<file path="src/rtl/handshake_input_fifo.sv">
// handshake_input_fifo
//   Receive side of the router RTS/DCTS handshake. Answers an upstream request
//   (DRTS) with a one-cycle CTS pulse, capturing RX on that same edge, and
//   buffers flits for the five local output arbiters to drain.
//
// Ports:
//   clk        clock, all state on rising edge
//   rst        asynchronous active-low reset
//   DRTS       upstream request-to-send, held with RX stable until CTS is seen
//   RX         incoming flit
//   read_en_*  one-hot pop requests from the N/E/W/S/L output arbiters
//   CTS        clear-to-send pulse back to upstream DCTS
//   Data_out   head flit (combinational), zero when empty
//   empty      no flits stored
//   full       DEPTH flits stored
//   count      current occupancy
module handshake_input_fifo #(
  parameter int unsigned DATA_WIDTH = 32,
  parameter int unsigned DEPTH      = 4
) (
  input  logic                         clk,
  input  logic                         rst,
  input  logic                         DRTS,
  input  logic [DATA_WIDTH-1:0]        RX,
  input  logic                         read_en_N,
  input  logic                         read_en_E,
  input  logic                         read_en_W,
  input  logic                         read_en_S,
  input  logic                         read_en_L,
  output logic                         CTS,
  output logic [DATA_WIDTH-1:0]        Data_out,
  output logic                         empty,
  output logic                         full,
  output logic [$clog2(DEPTH+1)-1:0]   count
);

  localparam int unsigned AW = $clog2(DEPTH);
  localparam int unsigned CW = $clog2(DEPTH + 1);

  logic [DATA_WIDTH-1:0] mem_q [DEPTH];
  logic [AW-1:0]         wr_ptr_q, wr_ptr_d;
  logic [AW-1:0]         rd_ptr_q, rd_ptr_d;
  logic [CW-1:0]         count_q, count_d;
  logic                  cts_q, cts_d;
  logic                  rd_req, wr_en, rd_en;

  assign empty = (count_q == '0);
  assign full  = (count_q == CW'(DEPTH));
  assign count = count_q;
  assign CTS   = cts_q;

  assign rd_req = read_en_N | read_en_E | read_en_W | read_en_S | read_en_L;

  // full is the registered view, so a pop on the same edge does not open a slot
  // for the handshake until the following edge.
  assign cts_d = DRTS & ~cts_q & ~full;
  assign wr_en = cts_d;
  assign rd_en = rd_req & ~empty;

  assign Data_out = empty ? '0 : mem_q[rd_ptr_q];

  always_comb begin
    wr_ptr_d = wr_ptr_q;
    rd_ptr_d = rd_ptr_q;
    count_d  = count_q;
    // DEPTH is a power of two, so natural pointer overflow wraps mod DEPTH.
    if (wr_en) wr_ptr_d = wr_ptr_q + AW'(1);
    if (rd_en) rd_ptr_d = rd_ptr_q + AW'(1);
    unique case ({wr_en, rd_en})
      2'b10:   count_d = count_q + CW'(1);
      2'b01:   count_d = count_q - CW'(1);
      default: count_d = count_q;
    endcase
  end

  always_ff @(posedge clk or negedge rst) begin
    if (!rst) begin
      cts_q    <= 1'b0;
      wr_ptr_q <= '0;
      rd_ptr_q <= '0;
      count_q  <= '0;
    end else begin
      cts_q    <= cts_d;
      wr_ptr_q <= wr_ptr_d;
      rd_ptr_q <= rd_ptr_d;
      count_q  <= count_d;
    end
  end

  // Storage is deliberately not reset; empty masks stale contents on Data_out.
  always_ff @(posedge clk) begin
    if (wr_en) mem_q[wr_ptr_q] <= RX;
  end

endmodule

</file>
<file path="config.mk">
export PLATFORM = sky130hd
export DESIGN_NAME = handshake_input_fifo
export DESIGN_NICKNAME = d
export VERILOG_FILES = /design/src/rtl/handshake_input_fifo.sv
export SDC_FILE = /design/constraint.sdc
export NUM_CORES = 1
export LEC_CHECK = 0
export ABC_AREA = 1
export ABC_CLOCK_PERIOD_IN_PS = 4000
export BUFFER_PORTS_ARGS = -buffer_cell sky130_fd_sc_hd__buf_4
export CORE_MARGIN = 2
export CORE_UTILIZATION = 30
export CTS_BUF_LIST = sky130_fd_sc_hd__clkbuf_4 sky130_fd_sc_hd__clkbuf_8 sky130_fd_sc_hd__clkbuf_16
export DETAILED_ROUTE_END_ITERATION = 10
export PLACE_DENSITY = 0.43
export SLEW_MARGIN = 30
export SYNTH_ARGS = -nofsm -noshare
export SYNTH_HDL_FRONTEND = slang
export SYNTH_SLANG_ARGS = --single-unit
</file>
<file path="constraint.sdc">
create_clock -name clk -period 4 [get_ports clk]
set_input_delay 1 -clock clk [delete_from_list [all_inputs] [get_ports clk]]
set_output_delay 1 -clock clk [all_outputs]
set_load 0.02 [all_outputs]
</file>
==> reports/results.ini <==
[critical_path]
r2r_start=count[0]
max_stage_delay_ns=0.40
critPathMaxFanout=26
crit_path_end_kind=output pin
worstSetupPathType=flip-flop to output pin
startpoint=rd_ptr_q[0]
cpMostUsedCell=buf_4
critical-path-top-delay-family=buffers and inverters
reg2reg_depth=5
r2r_slack_ns=1.74
path_buf_inv=3
crit_cells=6
cp-start-kind=flip-flop
cp_cell_sequence=inv_2 -> buf_4 -> nand2_1 -> nand3_1 -> a21oi_1 -> buf_4
r2r-end=mem_q[2][19]
worstPathArrival_ns=2.01
cp-endpoint=Data_out[0]
cp.required_ns=3.00
worst_path_max_delay_cell=dfrtp_2

[synth]
yosysTopAreaCell=edfxtp_1
ys_types=19
netlist_top_cells_area=edfxtp_1 (65%), nand2_1 (9.2%), nand3_1 (5.8%), inv_1 (5.7%), inv_2 (3.5%)
yosys_warnings=0
syn_area_um2=5940
synth-seq-area-share_pct=68.0
synth_nets=619
syn_inst=573
yosys_register_bits=136
synth_top_area_share_pct=64.7
synth.avg_cell_area_um2=10.4

[timing]
slew_viol_final=0
fin_tns_setup_ns=0
maxSlewHeadroom_pct=49.2
hold_viol_final=0
rsz0062_at_grt=no
timing.final.crit_share_pct=75.4
setup_violations=0
finalCriticalPeriod_ns=3.01
max_freq_mhz=332
worstMarginPinSlew_ns=0.762
skew_ns=0.00779

[floorplanning]
coreArea_um2=19500
die_x_um=145
die_h_um=145
fp-row-count=51
dieArea_um2=21000
initial_core_util_pct=30.5
io_pins=78

[place]
globalplace.congestion=0.728
dp_cells=899
post-dp-hpwl_mm=8.18
io_buffer_count=77

[cells_and_area]
antennaDiodeCount=0
nets=699
area_delta_synth_final_pct=25.6
drive_gt1_share_pct=27.0
utilization_pct=38.4
nFillCells=1931
instances_no_fill=931

[clock_network]
cts_tree=yes
worst_skew_pair.late_latency_ns=0.41
cts_buffer_depth=2
cts.htree.levels=4
clkSlewWorstSetupHoldPaths_ns=0.06
cts_buffers=17
ctsResizeCount=0
postCtsSetupRepairBufs=0
cts_root_buf=clkbuf_16
hold_buffers=0
cts.sinks=136

[global_routing]
grt_max_degree=67
antenna_found_initial=0
overflow=0
grt_usage_pct=13.7
grt_pass1_vias=3884
grt_pass1_wl_mm=21.2

[routing]
final_antenna_net_count=0
drtIter0Drc=180
via_count=3896
drt_first_pass_iters=4
wire_per_inst_um=14.4
routed_wl_mm=13.4
viasPerCell=4.18
drc_errors=0

[status]
outcome=completed

[worst_hold_path]
hold_class=primary input to async pin

[power_and_ir_drop]
powerDensity_nw_per_um2=793
ir_drop_uv=372
p_leak_nw=3.29

[run]
drv_cap=0

per-stage QoR:
stage / hold slack (ns) / worst slack, ns / total power, mW / instance area, um2
2_1_floorplan: 0.492 / 1.05 / 3.45 / 5940
3_3_place_gp: 0.511 / 1.29 / 4.33 / 6800
3_5_place_dp: 0.518 / 1.30 / 4.39 / 6850
4_1_cts: 0.382 / 0.926 / 6.04 / 7470
5_1_grt: 0.380 / 0.784 / 6.30 / 7470
6_report: 0.397 / 0.986 / 5.92 / 7470
where the power goes:
group / internal, mW / total, mW / switching (mW)
Combinational: 0.832 / 2.38 / 1.55
Clock: 1.04 / 1.63 / 0.588
Sequential: 1.83 / 1.91 / 0.0824
logic make-up after synthesis:
logic type / share of synthesized area [%]
AOI/OAI and AO/OA: 2.78
and+or+nand+nor: 16.0
xor gates and xnor gates: 0.147
buffers and inverters: 11.7
DFF: 68.0
adders and majority gates: 1.39
final cells by class:
| class | count | area (um2) | share of cell area (%) |
|---|---|---|---|
| sequential | 136 | 4050 | 54.2 |
| multi-input combinational | 265 | 1240 | 16.6 |
| timing repair buffer | 85 | 678 | 9.08 |
| inverter | 148 | 558 | 7.47 |
| clock buffer | 18 | 433 | 5.80 |
| tap | 265 | 332 | 4.44 |
| clock inverter | 14 | 181 | 2.43 |
worst register-to-register path, stage by stage (launching register included):
cell	delay, ns
dfrtp_1	0.39
inv_2	0.07
nand3_1	0.18
nand3_2	0.31
nor2_4	0.55
buf_4	0.42
placed cells by master (no fill, tap or decap), drive strengths merged, types with 3 or more instances in the layout:
cell type,instances
inv,146
nand2,145
edfxtp,128
buf,85
nand3,71
a21oi,32
clkbuf,18
dfrtp,8
clkinv,8
nor2,6
ha,5
clkinvlp,4
bufinv,4
nand4,3
worst min path at each step:
stage | cells after the start | slack, ns | to
floorplan | 2 | 0.49 | wr_ptr_q[1]
global placement | 2 | 0.51 | count[1]
detailed placement | 1 | 0.52 | count[0]
CTS | 1 | 0.38 | CTS
global route | 1 | 0.38 | CTS
finish | 1 | 0.40 | count[2]
cell usage after synthesis:
master / n
dfrtp_1: 8
o21ai_0: 1
fa_1: 1
xnor2_1: 1
nor2_1: 6
nand3_2: 2
edfxtp_1: 128
buf_6: 2
ha_1: 5
clkbuf_1: 6
nand4_1: 3
inv_1: 91
buf_4: 4
clkinv_2: 2
nand2_1: 145
buf_2: 12
inv_2: 55
nand3_1: 69
a21oi_1: 32
metal layers:
metal / routed length, um / up-vias / global-route usage [%]
met2: 6060 / 99 / 20.8
met3: 765 / 15 / 3.95
met5: 0 / - / 0
met1: 6370 / 1815 / 18.6
li1: - / 1967 / -
met4: 173 / 0 / 4.91
state kept, by name, summed over array words and instances (netlist names):
signal and cells:
wr_ptr_q 2, CTS 1, rd_ptr_q 2, mem_q 128, count 3
No activity file was read; power rests on OpenSTA's default activity.
